### src/rtl/sipo_word_assembler.sv
// rtl/sipo_word_assembler.sv - serial-in word assembler with double-buffered valid/ready output
// Optional even-parity bit per word when SIPO_PARITY_EN is defined (adds parity_err output).
module sipo_word_assembler #(
  parameter int WIDTH     = 8,
  parameter int MSB_FIRST = 1
) (
  input  logic                       clk,
  input  logic                       rst,
  input  logic                       ser_in,
  input  logic                       ser_en,
  input  logic                       clr,
  output logic [WIDTH-1:0]           word_out,
  output logic                       word_valid,
  input  logic                       word_ready,
`ifdef SIPO_PARITY_EN
  output logic                       parity_err,
`endif
  output logic                       overrun,
  output logic [$clog2(WIDTH+1)-1:0] bit_cnt
);

  localparam int CW = $clog2(WIDTH + 1);
  localparam logic [CW-1:0] LAST_BIT = CW'(WIDTH - 1);

`ifdef SIPO_PARITY_EN
  typedef enum logic [1:0] {IDLE, SHIFT, PARITY} state_t;
`else
  typedef enum logic [1:0] {IDLE, SHIFT} state_t;
`endif

  state_t           state, state_next;
  logic [WIDTH-1:0] sr, sr_next, shifted, done_word;
  logic [CW-1:0]    cnt_next;
  logic             complete;
  logic [WIDTH-1:0] word_next;
  logic             valid_next, overrun_next;
`ifdef SIPO_PARITY_EN
  logic             done_perr, perr_next;
`endif

  always_comb begin
    shifted = sr;
    if (MSB_FIRST != 0) shifted = {sr[WIDTH-2:0], ser_in};
    else                shifted = {ser_in, sr[WIDTH-1:1]};
  end

  // Input side: counts enabled bits and flags the edge on which a word completes.
  always_comb begin
    state_next = state;
    sr_next    = sr;
    cnt_next   = bit_cnt;
    complete   = 1'b0;
    done_word  = shifted;
`ifdef SIPO_PARITY_EN
    done_perr  = 1'b0;
`endif
    case (state)
      IDLE: begin
        if (ser_en) begin
          sr_next    = shifted;
          cnt_next   = CW'(1);
          state_next = SHIFT;
        end
      end
      SHIFT: begin
        if (ser_en) begin
          sr_next = shifted;
          if (bit_cnt == LAST_BIT) begin
`ifdef SIPO_PARITY_EN
            cnt_next   = CW'(WIDTH);
            state_next = PARITY;
`else
            complete   = 1'b1;
            cnt_next   = '0;
            state_next = IDLE;
`endif
          end else begin
            cnt_next = bit_cnt + CW'(1);
          end
        end
      end
`ifdef SIPO_PARITY_EN
      PARITY: begin
        // Data bits already sit in sr; the parity bit is only folded into the check.
        if (ser_en) begin
          complete   = 1'b1;
          done_word  = sr;
          done_perr  = ^{sr, ser_in};
          cnt_next   = '0;
          state_next = IDLE;
        end
      end
`endif
      default: begin
        state_next = IDLE;
        cnt_next   = '0;
      end
    endcase
  end

  // Output side: a completed word is dropped rather than overwriting an unconsumed one.
  always_comb begin
    word_next    = word_out;
    valid_next   = word_valid;
    overrun_next = overrun;
`ifdef SIPO_PARITY_EN
    perr_next    = parity_err;
`endif
    if (complete) begin
      if (!word_valid || word_ready) begin
        word_next  = done_word;
        valid_next = 1'b1;
`ifdef SIPO_PARITY_EN
        perr_next  = done_perr;
`endif
      end else begin
        overrun_next = 1'b1;
      end
    end else if (word_valid && word_ready) begin
      valid_next = 1'b0;
    end
  end

  always_ff @(posedge clk or posedge rst) begin
    if (rst)      state <= IDLE;
    else if (clr) state <= IDLE;
    else          state <= state_next;
  end

  always_ff @(posedge clk or posedge rst) begin
    if (rst) begin
      sr         <= '0;
      bit_cnt    <= '0;
      word_out   <= '0;
      word_valid <= 1'b0;
      overrun    <= 1'b0;
`ifdef SIPO_PARITY_EN
      parity_err <= 1'b0;
`endif
    end else if (clr) begin
      sr         <= '0;
      bit_cnt    <= '0;
      word_out   <= '0;
      word_valid <= 1'b0;
      overrun    <= 1'b0;
`ifdef SIPO_PARITY_EN
      parity_err <= 1'b0;
`endif
    end else begin
      sr         <= sr_next;
      bit_cnt    <= cnt_next;
      word_out   <= word_next;
      word_valid <= valid_next;
      overrun    <= overrun_next;
`ifdef SIPO_PARITY_EN
      parity_err <= perr_next;
`endif
    end
  end

endmodule

### config.mk
export PLATFORM = sky130hd
export DESIGN_NAME = sipo_word_assembler
export DESIGN_NICKNAME = d
export VERILOG_FILES = /design/src/rtl/sipo_word_assembler.sv
export SDC_FILE = /design/constraint.sdc
export NUM_CORES = 1
export LEC_CHECK = 0
export BUFFER_PORTS_ARGS = -buffer_cell sky130_fd_sc_hd__buf_2
export CORE_UTILIZATION = 49
export DETAILED_ROUTE_END_ITERATION = 10
export GPL_TIMING_DRIVEN = 0
export PLACE_DENSITY = 0.77
export RECOVER_POWER = 50
export SLEW_MARGIN = 20
export SYNTH_ARGS = -nofsm -noshare
export SYNTH_HDL_FRONTEND = slang
export SYNTH_SLANG_ARGS = --single-unit
### constraint.sdc
create_clock -name clk -period 1.9 [get_ports clk]
set_input_delay 0.095 -clock clk [delete_from_list [all_inputs] [get_ports clk]]
set_output_delay 0.095 -clock clk [all_outputs]
set_load 0.02 [all_outputs]
==> results by group <==
Outcome
  – Status: finished, final reports clean

STA
  – TNS Setup: 0 ns
  – Final Max Slew Viols: 0
  – FMAX: approximately 0.6 GHz
  – Slew HR: 0.440
  – Post-route clock period utilization: 0.879
  – Fin crit period: about 1.7 ns
  – Final Hold Viols: 0
  – Worst Tran Pin Value: 0.839 ns
  – Layout Skew: between 0.002 and 0.003 ns
  – RSZ-0062 raised after global routing: no
  – Final setup fails: 0

Hold path
  – Hold WC Path Type: input port to flip-flop

Logic synthesis
  – Avg Inst Size Synth: 10.8 µm²
  – Post-Syn Area: around 1000 µm²
  – Synth Area in Adders: 0.0122
  – Mapped Nets: between 100 and 150
  – Synth Area in XOR/XNOR: 0
  – Yosys Warn Count: 0
  – Cell taking the most area after synthesis: dfrtp_1
  – Combinational family with the most area after synthesis: simple AND/OR/NAND/NOR gates
  – Top post-synthesis cells by area: dfrtp_1 54%, mux2i_1 15%, nand2b_1 10%, nor2_1 4.8%, a21oi_1 2.4%
  – Cells after Synth: 95
  – Seq cells post-synth: 22
  – Post-synthesis mux area share: 0.146
  – Netlist cell types: 21
  – Synth Area in Compound Gates: 0.0537
  – Post-Synth Simple-Gate Area: 0.224
  – Synth top area share: 0.537
  – Sequential share of the synthesized area: 0.537

Worst setup path
  – Worst EP arrival: 1.89 ns
  – Top delay family on crit path: simple AND/OR/NAND/NOR gates
  – WP buf/inv: 0
  – Worst setup EP type: flip-flop
  – Critical path peak fanout: 8
  – CP Class: flip-flop to flip-flop
  – Worst Path Required: 2.12 ns
  – Crit-path cells: nand2b_1 > nor4_4 > mux2i_1
  – Crit path max-delay cell type: nor4_4
  – Worst stage delay on the critical path: about 0.70 ns
  – Startpoint types: flip-flop

Drt
  – Vias per cell: 5.08
  – Routed len/inst: about 13 µm
  – ANT nets after route: 0
  – DRT Pass-1 Iters: 4
  – DRC: 0
  – Drt first-iter violations: 15
  – Vias: ~740
  – Final WL: around 1.8 mm

Power and ir drop
  – LEAKAGE: 0.507 nW
  – Pwr per Cell Area: 636 nW/µm²
  – Power Total: between 0.0007 and 0.0008 W
  – Max VDD drop: between 0.0003 and 0.0004 V

GRT
  – Gr usage total: 0.183
  – GR Overflow Total: 0
  – Vias in the first global route: approximately 640
  – Largest net degree at the start of global routing: 23
  – Initial antenna violation count: 0
  – First-pass GRT wire length: ~2.8 mm

Placed design
  – Placer Congestion: 0.776
  – Final HPWL DP: roughly 1.3 mm
  – Port Buffers: 19

Clocking
  – Clock Sinks: 22
  – H-tree Lvls: 1
  – CTS Buffer Depth: 2
  – CTS tree: built
  – CTS resizes: 0
  – Clock slew seen by the registers of the worst setup and hold paths: 0.11 ns
  – Root Driver: clkbuf_4
  – Setup bufs post-CTS: 0
  – Clock Latency Late Sink: around 0.29 ns
  – Cts bufs inserted: 3

Cells and area
  – Multi-input logic area: ~450 µm²
  – Fill cell total of the finished layout: roughly 180
  – Final #Nets: 127
  – # diodes: 0
  – Register area: between 500 and 600 µm²
  – Layout cells sized above 1: 0.0847
  – Layout Area Growth over Synthesis: 13.9%

Floorplan
  – Rows: 16
  – Core Region: about 2000 µm²
  – Die X: roughly 48 µm
  – I/O pins: 20
  – Die ar.: ~2300 µm²
  – Starting Density: 0.523
  – Die Y: approximately 48 µm

Flow run
  – MaxCap Viol Count: 0
## area by class of cell
cell class | instances | share of cell area
Buffer | 4 | 0.0139
Timing Repair Buffer | 20 | 0.0739
Sequential cell | 22 | 0.471
Multi-Input combinational cell | 66 | 0.383
Clock buffer | 3 | 0.0193
Tap cell | 27 | 0.0289
Inverter | 3 | 0.00964
## worst reg2reg max path, cell delays in order (launching register included)
cell,delay (ns)
dfrtp_1,0.42
nand2b_1,0.20
nor4_4,0.70
mux2i_1,0.27
## final timing paths
check                                          end              startpoint  slack (ns)  cells after the start
min                        word_out[0]$_DFFE_PP0P_                  ser_in        0.06                      3
max                        word_out[4]$_DFFE_PP0P_  bit_cnt[3]$_DFFE_PP0P_        0.23                      3
min in group asynchronous   bit_cnt[2]$_DFFE_PP0P_                     rst        0.50                      3
min reg2reg                    overrun$_DFFE_PP0P_     overrun$_DFFE_PP0P_        0.51                      2
max in group asynchronous  word_out[5]$_DFFE_PP0P_                     rst        0.89                      3
max reg2reg                word_out[4]$_DFFE_PP0P_  bit_cnt[3]$_DFFE_PP0P_        0.23                      3
## placed cells by master (no fill, tap or decap), drive strengths merged
cell type	instances
buf	5
a21oi	5
o221ai	1
clkbuf	21
nand2	4
o21a	1
dlygate4sd3	1
dfrtp	22
and3	1
inv	3
nand3	1
mux2i	15
or4	1
a31oi	1
nor2	13
a211oi	1
nand2b	17
ha	1
nor4	1
nor3	1
nor2b	2
## where the power goes
part           internal [W]  switching [W]  leakage [nW]  total (W)
Sequential         0.000474     0.00000714         0.303   0.000481
Clock             0.0000738       0.000129        0.0138   0.000203
Combinational     0.0000225      0.0000369         0.190  0.0000595
Total              0.000570       0.000173         0.507   0.000743
## registers in the layout, summed over array words and instances, names as in the netlist
signal / cells
sr: 7
bit_cnt: 4
word_out: 8
overrun: 1
state: 1
word_valid: 1
## stage by stage
stage / hold slack, ns / worst slack [ns] / utilization / cells / instance area [µm²]
final: 0.0572 / 0.231 / 0.596 / 145 / 1170
after global routing: 0.0555 / 0.0530 / 0.596 / 145 / 1170
after CTS: 0.0521 / 0.0693 / 0.605 / 145 / 1190
after detailed placement: 0.302 / 0.107 / 0.589 / 141 / 1150
after global placement: 0.293 / 0.141 / 0.589 / 141 / 1150
after floorplan: 0.0842 / 0.232 / - / 95 / 1030
## cell families (layout without fill, tap and decap cells)
kind of cell	count (synthesis)	in the layout
flops	22	22
fa+ha+maj	1	1
buf+inv	7	30
compound gates	9	9
mux	15	15
simple gates	41	41
## cell usage after synthesis
cell type and n:
a211oi_1 1, or4_1 1, nand2b_1 17, nand3_1 1, nor3_1 1, nand2_1 3
and3_1 1, nor2b_1 2, a31oi_1 1, clkbuf_1 3, a21oi_1 5, nand2_2 1
inv_1 3, o221ai_1 1, nor4_4 1, dfrtp_1 22, o21a_1 1, ha_1 1
nor2_1 13, mux2i_1 15, buf_2 1
## per-layer routing
metal,GRT usage,part of all wire,up-vias
met5,0,0,-
met4,0.100,0.020,0
met3,0.0340,0.034,4
met2,0.289,0.48,12
met1,0.236,0.47,355
li1,-,-,365
## timing repair
action	in CTS	in global routing
endpoints found under the hold margin	22	0
setup endpoints to repair	0	8
hold buffers	1	0
(Power assumes the default switching activity.)
